**src/rtl/ram_bus_pkg.sv**
```systemverilog
// Shared definitions for the RAM bus samplers: bus-vector layout and the
// capture FSM state encoding.
package ram_bus_pkg;

    localparam int CTRL_W     = 5;
    localparam int BIT_ALATCH = 0;
    localparam int BIT_WRITE  = 1;
    localparam int BIT_READ   = 2;
    localparam int BIT_LB     = 3;
    localparam int BIT_UB     = 4;

    // Bus vector is {addr, data, ub, lb, read, write, addr_latch}, LSB last.
    function automatic int bus_w(input int aw, input int dw);
        return aw + dw + CTRL_W;
    endfunction

    function automatic int addr_lsb(input int dw);
        return CTRL_W + dw;
    endfunction

    typedef enum logic [1:0] {
        IDLE   = 2'd0,
        SAMPLE = 2'd1,
        OUTPUT = 2'd2
    } cap_state_t;

endpackage

```
**src/rtl/mdetect_n_arr.sv**
```systemverilog
// Bit-wise majority vote over NSAMP snapshots, plus a per-bit flag that is
// set when every snapshot agreed on that bit.
module mdetect_n_arr #(
    parameter int W     = 8,
    parameter int NSAMP = 3
) (
    input  logic [NSAMP-1:0][W-1:0] snap,
    output logic [W-1:0]            vote,
    output logic [W-1:0]            unanimous
);

    localparam int CW = $clog2(NSAMP + 1);

    for (genvar b = 0; b < W; b++) begin : g_bit
        logic [CW-1:0] ones;

        always_comb begin
            ones = '0;
            for (int k = 0; k < NSAMP; k++)
                ones = ones + CW'(snap[k][b]);
        end

        assign vote[b]      = (ones > CW'(NSAMP / 2));
        assign unanimous[b] = (ones == '0) || (ones == CW'(NSAMP));
    end

endmodule

```
**src/rtl/ram_sampler_n.sv**
```systemverilog
// PSRAM bus front end: synchronises the raw bus, qualifies ram_clk edges over a
// stability window and emits a majority-voted snapshot set with a strobe.
module ram_sampler_n
    import ram_bus_pkg::*;
#(
    parameter int ADDR_W     = 23,
    parameter int DATA_W     = 16,
    parameter int NSAMP      = 3,
    parameter int SPACING    = 2,
    parameter int MIN_STABLE = 2
) (
    input  logic              mclk,
    input  logic              reset,
    input  logic              enable,
    input  logic              edge_sel,
    input  logic [ADDR_W-1:0] ram_a,
    input  logic [DATA_W-1:0] ram_d,
    input  logic              ram_oe,
    input  logic              ram_we,
    input  logic              ram_ce1,
    input  logic              ram_ub,
    input  logic              ram_lb,
    input  logic              ram_adv,
    input  logic              ram_ce2,
    input  logic              ram_clk,
    output logic [ADDR_W-1:0] filter_a,
    output logic [DATA_W-1:0] filter_d,
    output logic [1:0]        filter_ublb,
    output logic              filter_read,
    output logic              filter_write,
    output logic              filter_addr_latch,
    output logic              filter_strobe,
    output logic              filter_glitch,
    output logic              overrun
);

    localparam int W     = bus_w(ADDR_W, DATA_W);
    localparam int A_LSB = addr_lsb(DATA_W);
    localparam int HIST  = 2 * MIN_STABLE;
    localparam int DEPTH = 2 + HIST;
    localparam int KW    = (NSAMP > 1) ? $clog2(NSAMP) : 1;
    localparam int SW    = (SPACING > 1) ? $clog2(SPACING) : 1;

    logic         chip_en;
    logic [W-1:0] bus_raw;

    assign chip_en = !ram_ce1 && ram_ce2;
    assign bus_raw = {ram_a, ram_d, !ram_ub, !ram_lb,
                      !ram_oe && chip_en, !ram_we && chip_en, !ram_adv && chip_en};

    // Bus pipe is as deep as sync + history so a snapshot lines up with the
    // oldest clock sample the edge decision was based on.
    logic [1:0]               clk_sync;
    logic [HIST-1:0]          hist;
    logic [DEPTH-1:0][W-1:0]  bus_pipe;
    logic [W-1:0]             bus_dly;

    always_ff @(posedge mclk or posedge reset) begin
        if (reset) begin
            clk_sync <= '0;
            hist     <= '0;
            bus_pipe <= '0;
        end else begin
            clk_sync <= {clk_sync[0], ram_clk};
            hist     <= {hist[HIST-2:0], clk_sync[1]};
            bus_pipe <= {bus_pipe[DEPTH-2:0], bus_raw};
        end
    end

    assign bus_dly = bus_pipe[DEPTH-1];

    logic [MIN_STABLE-1:0] new_lvl, old_lvl;
    logic                  rise, fall, qual;

    assign new_lvl = hist[MIN_STABLE-1:0];
    assign old_lvl = hist[HIST-1:MIN_STABLE];
    assign rise    = (&new_lvl) && !(|old_lvl);
    assign fall    = !(|new_lvl) && (&old_lvl);
    assign qual    = edge_sel ? fall : rise;

    cap_state_t  state, state_nx;
    logic [KW-1:0] k, k_nx;
    logic [SW-1:0] sp, sp_nx;
    logic          latch, finish;

    always_comb begin
        state_nx = state;
        k_nx     = k;
        sp_nx    = sp;
        latch    = 1'b0;
        finish   = 1'b0;
        overrun  = 1'b0;
        if (!enable) begin
            state_nx = IDLE;
        end else begin
            case (state)
                IDLE, OUTPUT: begin
                    if (qual) begin
                        state_nx = SAMPLE;
                        k_nx     = '0;
                        sp_nx    = '0;
                    end else begin
                        state_nx = IDLE;
                    end
                end
                SAMPLE: begin
                    overrun = qual;
                    if (sp == '0) begin
                        latch = 1'b1;
                        if (k == KW'(NSAMP - 1)) begin
                            finish   = 1'b1;
                            state_nx = OUTPUT;
                        end else begin
                            k_nx  = k + 1'b1;
                            sp_nx = SW'(SPACING - 1);
                        end
                    end else begin
                        sp_nx = sp - 1'b1;
                    end
                end
                default: state_nx = IDLE;
            endcase
        end
    end

    // The final snapshot bypasses its register so the strobe lands in the
    // OUTPUT cycle itself.
    logic [NSAMP-1:0][W-1:0] snap, vote_in;
    logic [W-1:0]            vote, unanimous;

    always_comb begin
        vote_in = snap;
        if (latch)
            vote_in[k] = bus_dly;
    end

    mdetect_n_arr #(.W(W), .NSAMP(NSAMP)) u_vote (
        .snap      (vote_in),
        .vote      (vote),
        .unanimous (unanimous)
    );

    always_ff @(posedge mclk or posedge reset) begin
        if (reset) begin
            state             <= IDLE;
            k                 <= '0;
            sp                <= '0;
            snap              <= '0;
            filter_a          <= '0;
            filter_d          <= '0;
            filter_ublb       <= '0;
            filter_read       <= 1'b0;
            filter_write      <= 1'b0;
            filter_addr_latch <= 1'b0;
            filter_strobe     <= 1'b0;
            filter_glitch     <= 1'b0;
        end else begin
            state         <= state_nx;
            k             <= k_nx;
            sp            <= sp_nx;
            filter_strobe <= finish;
            if (latch)
                snap[k] <= bus_dly;
            if (finish) begin
                filter_a          <= vote[A_LSB +: ADDR_W];
                filter_d          <= vote[CTRL_W +: DATA_W];
                filter_ublb       <= {vote[BIT_UB], vote[BIT_LB]};
                filter_read       <= vote[BIT_READ];
                filter_write      <= vote[BIT_WRITE];
                filter_addr_latch <= vote[BIT_ALATCH];
                filter_glitch     <= !(&unanimous);
            end
        end
    end

endmodule
```
**config.mk**
```make
export PLATFORM = sky130hd
export DESIGN_NAME = ram_sampler_n
export DESIGN_NICKNAME = d
export VERILOG_FILES = /design/src/rtl/ram_bus_pkg.sv /design/src/rtl/mdetect_n_arr.sv /design/src/rtl/ram_sampler_n.sv
export SDC_FILE = /design/constraint.sdc
export NUM_CORES = 1
export LEC_CHECK = 0
export ABC_AREA = 0
export CORE_MARGIN = 3
export CORE_UTILIZATION = 50
export DETAILED_ROUTE_END_ITERATION = 16
export HOLD_SLACK_MARGIN = 0.06
export PLACE_DENSITY_LB_ADDON = 0.1
export SLEW_MARGIN = 20
export SYNTH_ARGS = -nofsm -noshare
export SYNTH_HDL_FRONTEND = slang
export SYNTH_SLANG_ARGS = --single-unit
```
**constraint.sdc**
```tcl
create_clock -name mclk -period 19.1 [get_ports mclk]
set_input_delay 2.865 -clock mclk [delete_from_list [all_inputs] [get_ports mclk]]
set_output_delay 2.865 -clock mclk [all_outputs]
set_load 0.03 [all_outputs]
```
==> results of run 1 <==
==> flip-flops by register name (all words and copies together), names as in the netlist <==
register           count
bus_pipe             220
snap                 132
bus_dly               44
filter_a              23
filter_d              16
hist                   4
clk_sync               2
filter_ublb            2
k                      2
state                  2
filter_addr_latch      1
filter_glitch          1
filter_read            1
filter_strobe          1
filter_write           1
sp                     1
==> layer usage <==
metal  global-route usage  vias to the layer above  part of all wire
met2                0.245                      116              0.47
li1                     -                     3401                 -
met5                    0                        -                 0
met4               0.0393                        0             0.019
met3               0.0337                       34             0.049
met1                0.223                     3739              0.46
==> layout by cell type (no fill, tap or decap), drive strengths merged, types with 4 or more instances in the layout <==
cell             n
mux2             6
bufinv           7
nor3             4
clkinv          15
nand2           47
ha              47
clkdlybuf4s50   97
buf              6
dfrtp          453
nor2             6
nand4           12
clkbuf          58
o21ai           44
fa              44
inv            188
mux2i          128
==> final timing paths <==
check | startpoint | to | slack, ns | cells after the start
worst min register to register | bus_pipe[81]$_DFF_PP0_ | bus_pipe[125]$_DFF_PP0_ | 0.34 | 0
worst min-delay path | bus_pipe[81]$_DFF_PP0_ | bus_pipe[125]$_DFF_PP0_ | 0.34 | 0
worst max-delay path | enable | overrun | 11.86 | 4
min in group asynchronous | reset | bus_pipe[43]$_DFF_PP0_ | 2.93 | 2
max in group asynchronous | reset | snap[80]$_DFF_PP0_ | 14.63 | 3
worst max register to register | sp$_DFFE_PP0P_ | filter_glitch$_DFFE_PP0P_ | 14.96 | 12
==> cells by family after synthesis <==
logic type / count (synthesis) / share of synthesized area
adders and majority gates: 91 / 0.0936
DFF: 453 / 0.722
muxes: 134 / 0.0859
and+or+nand+nor: 79 / 0.0239
AOI/OAI and AO/OA: 52 / 0.0172
buffers and inverters: 209 / 0.0573
==> per-stage QoR <==
| stage | worst slack [ns] | utilization | cell area [um2] | cells | hold WS (ns) |
|---|---|---|---|---|---|
| after detailed placement | 11.86 | 0.554 | 17000 | 1494 | 0.335 |
| after floorplan | 3.61 | - | 15700 | 1018 | 0.331 |
| after global routing | 11.74 | 0.605 | 18600 | 1576 | 0.348 |
| after global placement | 11.87 | 0.554 | 17000 | 1494 | 0.331 |
| final | 11.86 | 0.605 | 18600 | 1576 | 0.342 |
| after CTS | 11.86 | 0.605 | 18600 | 1576 | 0.346 |
==> worst register-to-register path: cells and delay by family, from the launching register on <==
| family | cells | cell delay (ns) |
|---|---|---|
| multiplexers | 1 | 0.23 |
| adder cells (fa/ha/maj) | 2 | 0.79 |
| AND/OR/NAND/NOR | 5 | 1.18 |
| buffers and inverters | 3 | 1.26 |
| AO/OA/AOI/OAI | 1 | 0.12 |
| flip-flops | 1 | 0.44 |
==> final cells by class <==
cell class,count,area [um2],share of cell area
Clock buffer,58,1250,0.0674
Clock inverter,24,310,0.0167
Inverter,186,706,0.0379
Multi-Input combinational cell,356,3480,0.187
Sequential cell,453,11300,0.609
Tap cell,396,495,0.0266
Timing Repair Buffer,103,1020,0.0550
==> power breakdown <==
part	leakage (nW)	internal, W	switching [W]
Sequential	5.69	0.00103	0.0000244
Combinational	3.88	0.0000856	0.000133
Clock	0.785	0.000559	0.000351
Total	10.4	0.00168	0.000508
==> reports/qor.csv, run 1 <==
metric;value;unit
final.period_utilization;0.379;
ctsResizeCount;0;
critPathMaxStageDelay;0.69;ns
fin_worst_skew;0.0179;ns
ys_seq_elements;453;
grt_start_max_net_pins;135;
achievable-frequency;0.138;GHz
synth_fp_nets;1160;
area.growth.synth_to_final;18.5;%
synth_cell_types;29;
clock_path_buffers;3;
cts_tree;yes;
n_fill_cell;2406;
grt_setup_unrepaired;no;
routed_wirelength;23900;um
io_pins;98;
synth_top_flop_cell;dfrtp_1;
cpMostUsedCell;clkdlybuf4s50_1;
gp_congestion;0.736;
period_needed;7.24;ns
cp-start-kind;input pin;
core;30700;um2
grt_pass1_vias;7962;
antenna_found_initial;0;
synth_edf_count;0;
peakVddDrop;0.0628;mV
hold_path.class;register to register;
synth-warning-count;0;
worstPathCellList;clkdlybuf4s50_1 -> inv_1 -> nor3_1 -> clkdlybuf4s50_1;
die_h;183;um
path_delay_family;buffers and inverters;
drive_gt1_frac;0.0805;
cp_max_fo;5;
htree_levels;2;
grt_first_pass_wirelength;41500;um
arrival;4.38;ns
netlist_area;15700;um2
syn_avg_cell_area;15.4;um2
clk_pin_slew;0.06;ns
postCtsSetupBuffers;0;
drtIter0Drc;269;
wl_per_cell;15.2;um
p_leak;10.4;nW
critPathSlowestCell;clkdlybuf4s50_1;
antenna_cells;0;
avgViaCountPerCell;4.63;
synth_area_leader_cell;dfrtp_1;
power;0.00219;W
synth-seq-area-share;0.722;
yosysTopAreaCellShare;0.722;
rows;64;
worstSkewPairLatency;0.53;ns
die-area;33600;um2
clock_sinks;453;
synth.area.top_cells;dfrtp_1, mux2i_1, fa_1;
maxSlewHeadroom;0.351;
cts-root-buf;clkbuf_16;
drt-pass1-iter-count;4;
die_width;183;um
io_buffers;97;
start_util;0.511;
cts_buffers;45;
fin_nets;1287;
cap_violations;0;
async_flop_share;1.00;
setup_viol;0;
syn_inst;1018;
endpoint_kind;primary output;
cp.required;16.23;ns
tightest_slew;0.974;ns
yosysMostFrequentCell;dfrtp_1;
place.detailed.hpwl;14500;um
cts_hold_buffers;0;
vias;7290;
setup_tns;0;ns
drc;0;
status;finished, final reports clean;
postRouteAntennaNets;0;
overflow;0;
path_class;input pin to primary output;
critPathBufInv;3;
synth_common_cells;dfrtp_1, inv_1, mux2i_1;
track_usage;0.155;
final_hold_viol_count;0;
finalMaxSlewViolations;0;
p_per_area;118;nW/um2
Note: power is estimated with default switching activity, not from simulation.
==> inputs of run 2 (changes only) <==
==> constraint.sdc (replaced) <==
create_clock -name mclk -period 6.71 [get_ports mclk]
set_input_delay 1.0065 -clock mclk [delete_from_list [all_inputs] [get_ports mclk]]
set_output_delay 1.0065 -clock mclk [all_outputs]
set_load 0.03 [all_outputs]
==> run 2 against run 1 <==
  * Non-clock buffer count grew 3
  * Sequential share of layout area barely moved
  * Power rose to 2.8 times the previous value
  * Hold slack hardly changed
  * Largest cell class unchanged
  * Via count fell by 0.53%
  * Critical endpoint is now filter_glitch$_DFFE_PP0P_
  * Cell count increased by 0.13%
  * Critical path depth increased by 8
  * First-iteration DRC count up 14%
  * Global-route usage is 0.42 points lower
==> reports/qor.csv, run 2 (same netlist as run 1, synthesis figures left out) <==
metric;value;unit;change
status;finished, final reports clean;;unchanged
setup_tns;0;ns;unchanged
cts_tree;yes;;unchanged
reg2reg_depth;11;;was 12
routed_wirelength;23600;um;was 23,900 um
largest_register_ffs;220;;unchanged
wl_per_cell;14.9;um;was 15.2 um
cp_max_fo;50;;was 5
vias;7251;;was 7,290
endpoint_kind;register;;was primary output
final_hold_viol_count;0;;unchanged
hold_path.class;register to register;;unchanged
track_usage;0.150;;was 0.155
postRouteAntennaNets;0;;unchanged
cap_violations;0;;unchanged
holdPathStages;0;;unchanged
clk_pin_slew;0.06;ns;about the same
gp_congestion;0.716;;was 0.736
rows;64;;unchanged
fin_util;0.605;;about the same
setup_viol;0;;unchanged
path_class;input pin to register;;was input pin to primary output
area.growth.synth_to_final;18.6;%;was 18.5%
p_leak;10.3;nW;was 10.4 nW
io_buffers;97;;unchanged
drc;0;;unchanged
top_register;bus_pipe;;unchanged
hold_slack;0.342;ns;about the same
die_width;183;um;unchanged
drive_gt1_frac;0.0821;;was 0.0805
mostFrequentLayoutCells;dfrtp_1, inv_1, mux2i_1;;unchanged
io_pins;98;;unchanged
grt_first_pass_wirelength;40500;um;was 41,500 um
r2r_setup_slack;2.79;ns;was 14.96 ns
cp.required;7.13;ns;was 16.23 ns
r2r_end;filter_glitch$_DFFE_PP0P_;;unchanged
antenna_found_initial;0;;unchanged
worstSkewPairLatency;0.54;ns;was 0.53 ns
min_from;bus_pipe[201]$_DFF_PP0_;;was bus_pipe[81]$_DFF_PP0_
wl_met1;11000;um;about the same
cts-root-buf;clkbuf_16;;unchanged
routed.top_layer;met4;;unchanged
achievable-frequency;0.226;GHz;
start_util;0.511;;unchanged
holdPathEnd;bus_dly[25]$_DFF_PP0_;;was bus_pipe[125]$_DFF_PP0_
cts_hold_buffers;0;;unchanged
r2r_start;sp$_DFFE_PP0P_;;unchanged
cp-start-kind;input pin;;unchanged
htree_levels;2;;unchanged
postCtsSetupBuffers;0;;unchanged
arrival;4.84;ns;was 4.38 ns
ctsResizeCount;0;;unchanged
drtIter0Drc;307;;was 269
peakVddDrop;0.221;mV;was 0.0628 mV
cts_buffers;45;;unchanged
antenna_cells;0;;unchanged
wl_met2;11000;um;was 11,300 um
fin_ws;2.29;ns;was 11.86 ns
final.period_utilization;0.659;;
met3WireLength;967;um;was 1170 um
drt-pass1-iter-count;4;;unchanged
p_per_area;331;nW/um2;was 118 nW/um2
dpl.cell_count;1497;;was 1,494
avgViaCountPerCell;4.60;;was 4.63
final_common_cell;dfrtp_1;;unchanged
grt_setup_unrepaired;no;;unchanged
fin_nets;1290;;was 1,287
place.detailed.hpwl;14700;um;was 14,500 um
clock_path_buffers;3;;unchanged
core;30700;um2;unchanged
maxSlewHeadroom;0.331;;was 0.351
grt_pass1_vias;7810;;was 7,962
fin_worst_skew;0.0191;ns;was 0.0179 ns
place_ws;1.65;ns;was 11.86 ns
die_h;183;um;unchanged
period_needed;4.42;ns;
clock_sinks;453;;unchanged
overflow;0;;unchanged
die-area;33600;um2;unchanged
finalMaxSlewViolations;0;;unchanged
grt_start_max_net_pins;189;;was 135
fin_cells;1578;;was 1,576
tightest_slew;1.00;ns;was 0.974 ns
-- run 2: power by group --
| group | leakage, nW | switching (W) | total (W) | internal [W] |
|---|---|---|---|---|
| combinational | 3.89 | 0.000374 | 0.000617 | 0.000243 |
| sequential | 5.69 | 0.0000756 | 0.00302 | 0.00294 |
| clock | 0.759 | 0.000989 | 0.00252 | 0.00153 |
-- run 2: worst max-delay path by stage --
stage	startpoint	slack, ns	to	depth (start not counted)
3_5_place_dp	enable	1.65	filter_glitch$_DFFE_PP0P_	12
2_1_floorplan	reset	-0.42	bus_dly[0]$_DFF_PP0_	1
3_3_place_gp	enable	1.67	filter_glitch$_DFFE_PP0P_	12
4_1_cts	enable	2.19	filter_glitch$_DFFE_PP0P_	12
5_1_grt	enable	2.01	filter_glitch$_DFFE_PP0P_	12
6_report	enable	2.29	filter_glitch$_DFFE_PP0P_	12
-- run 2: worst max-delay path: stages --
cell             delay (ns)
clkdlybuf4s50_1        0.53
and4bb_2               0.35
nand2_4                0.35
inv_2                  0.42
mux2i_1                0.38
fa_1                   0.47
inv_1                  0.07
ha_1                   0.12
nand4_1                0.12
nor4_1                 0.70
nand4_1                0.17
o21a_1                 0.14
-- run 2: stage by stage --
step	power [W]	cell area [um2]
global route	0.00649	18600
finish	0.00615	18600
floorplan	0.00348	15700
CTS	0.00626	18600
detailed placement	0.00370	17100
global placement	0.00368	17100
-- run 2: cell type report --
type | instances | area [um2]
well taps | 396 | 495
clock inverters | 18 | 203
clock buffers | 63 | 1320
multi-input cells | 356 | 3480
inverters | 186 | 702
repair buffers | 106 | 1080
flip-flops and latches | 453 | 11300
fillers | 2398 | 12100
-- run 2: per-layer routing --
layer / GRT usage / vias up
li1: - / 3422
met1: 0.221 / 3668
met2: 0.234 / 112
met3: 0.0282 / 49
met4: 0.0439 / 0
met5: 0 / -
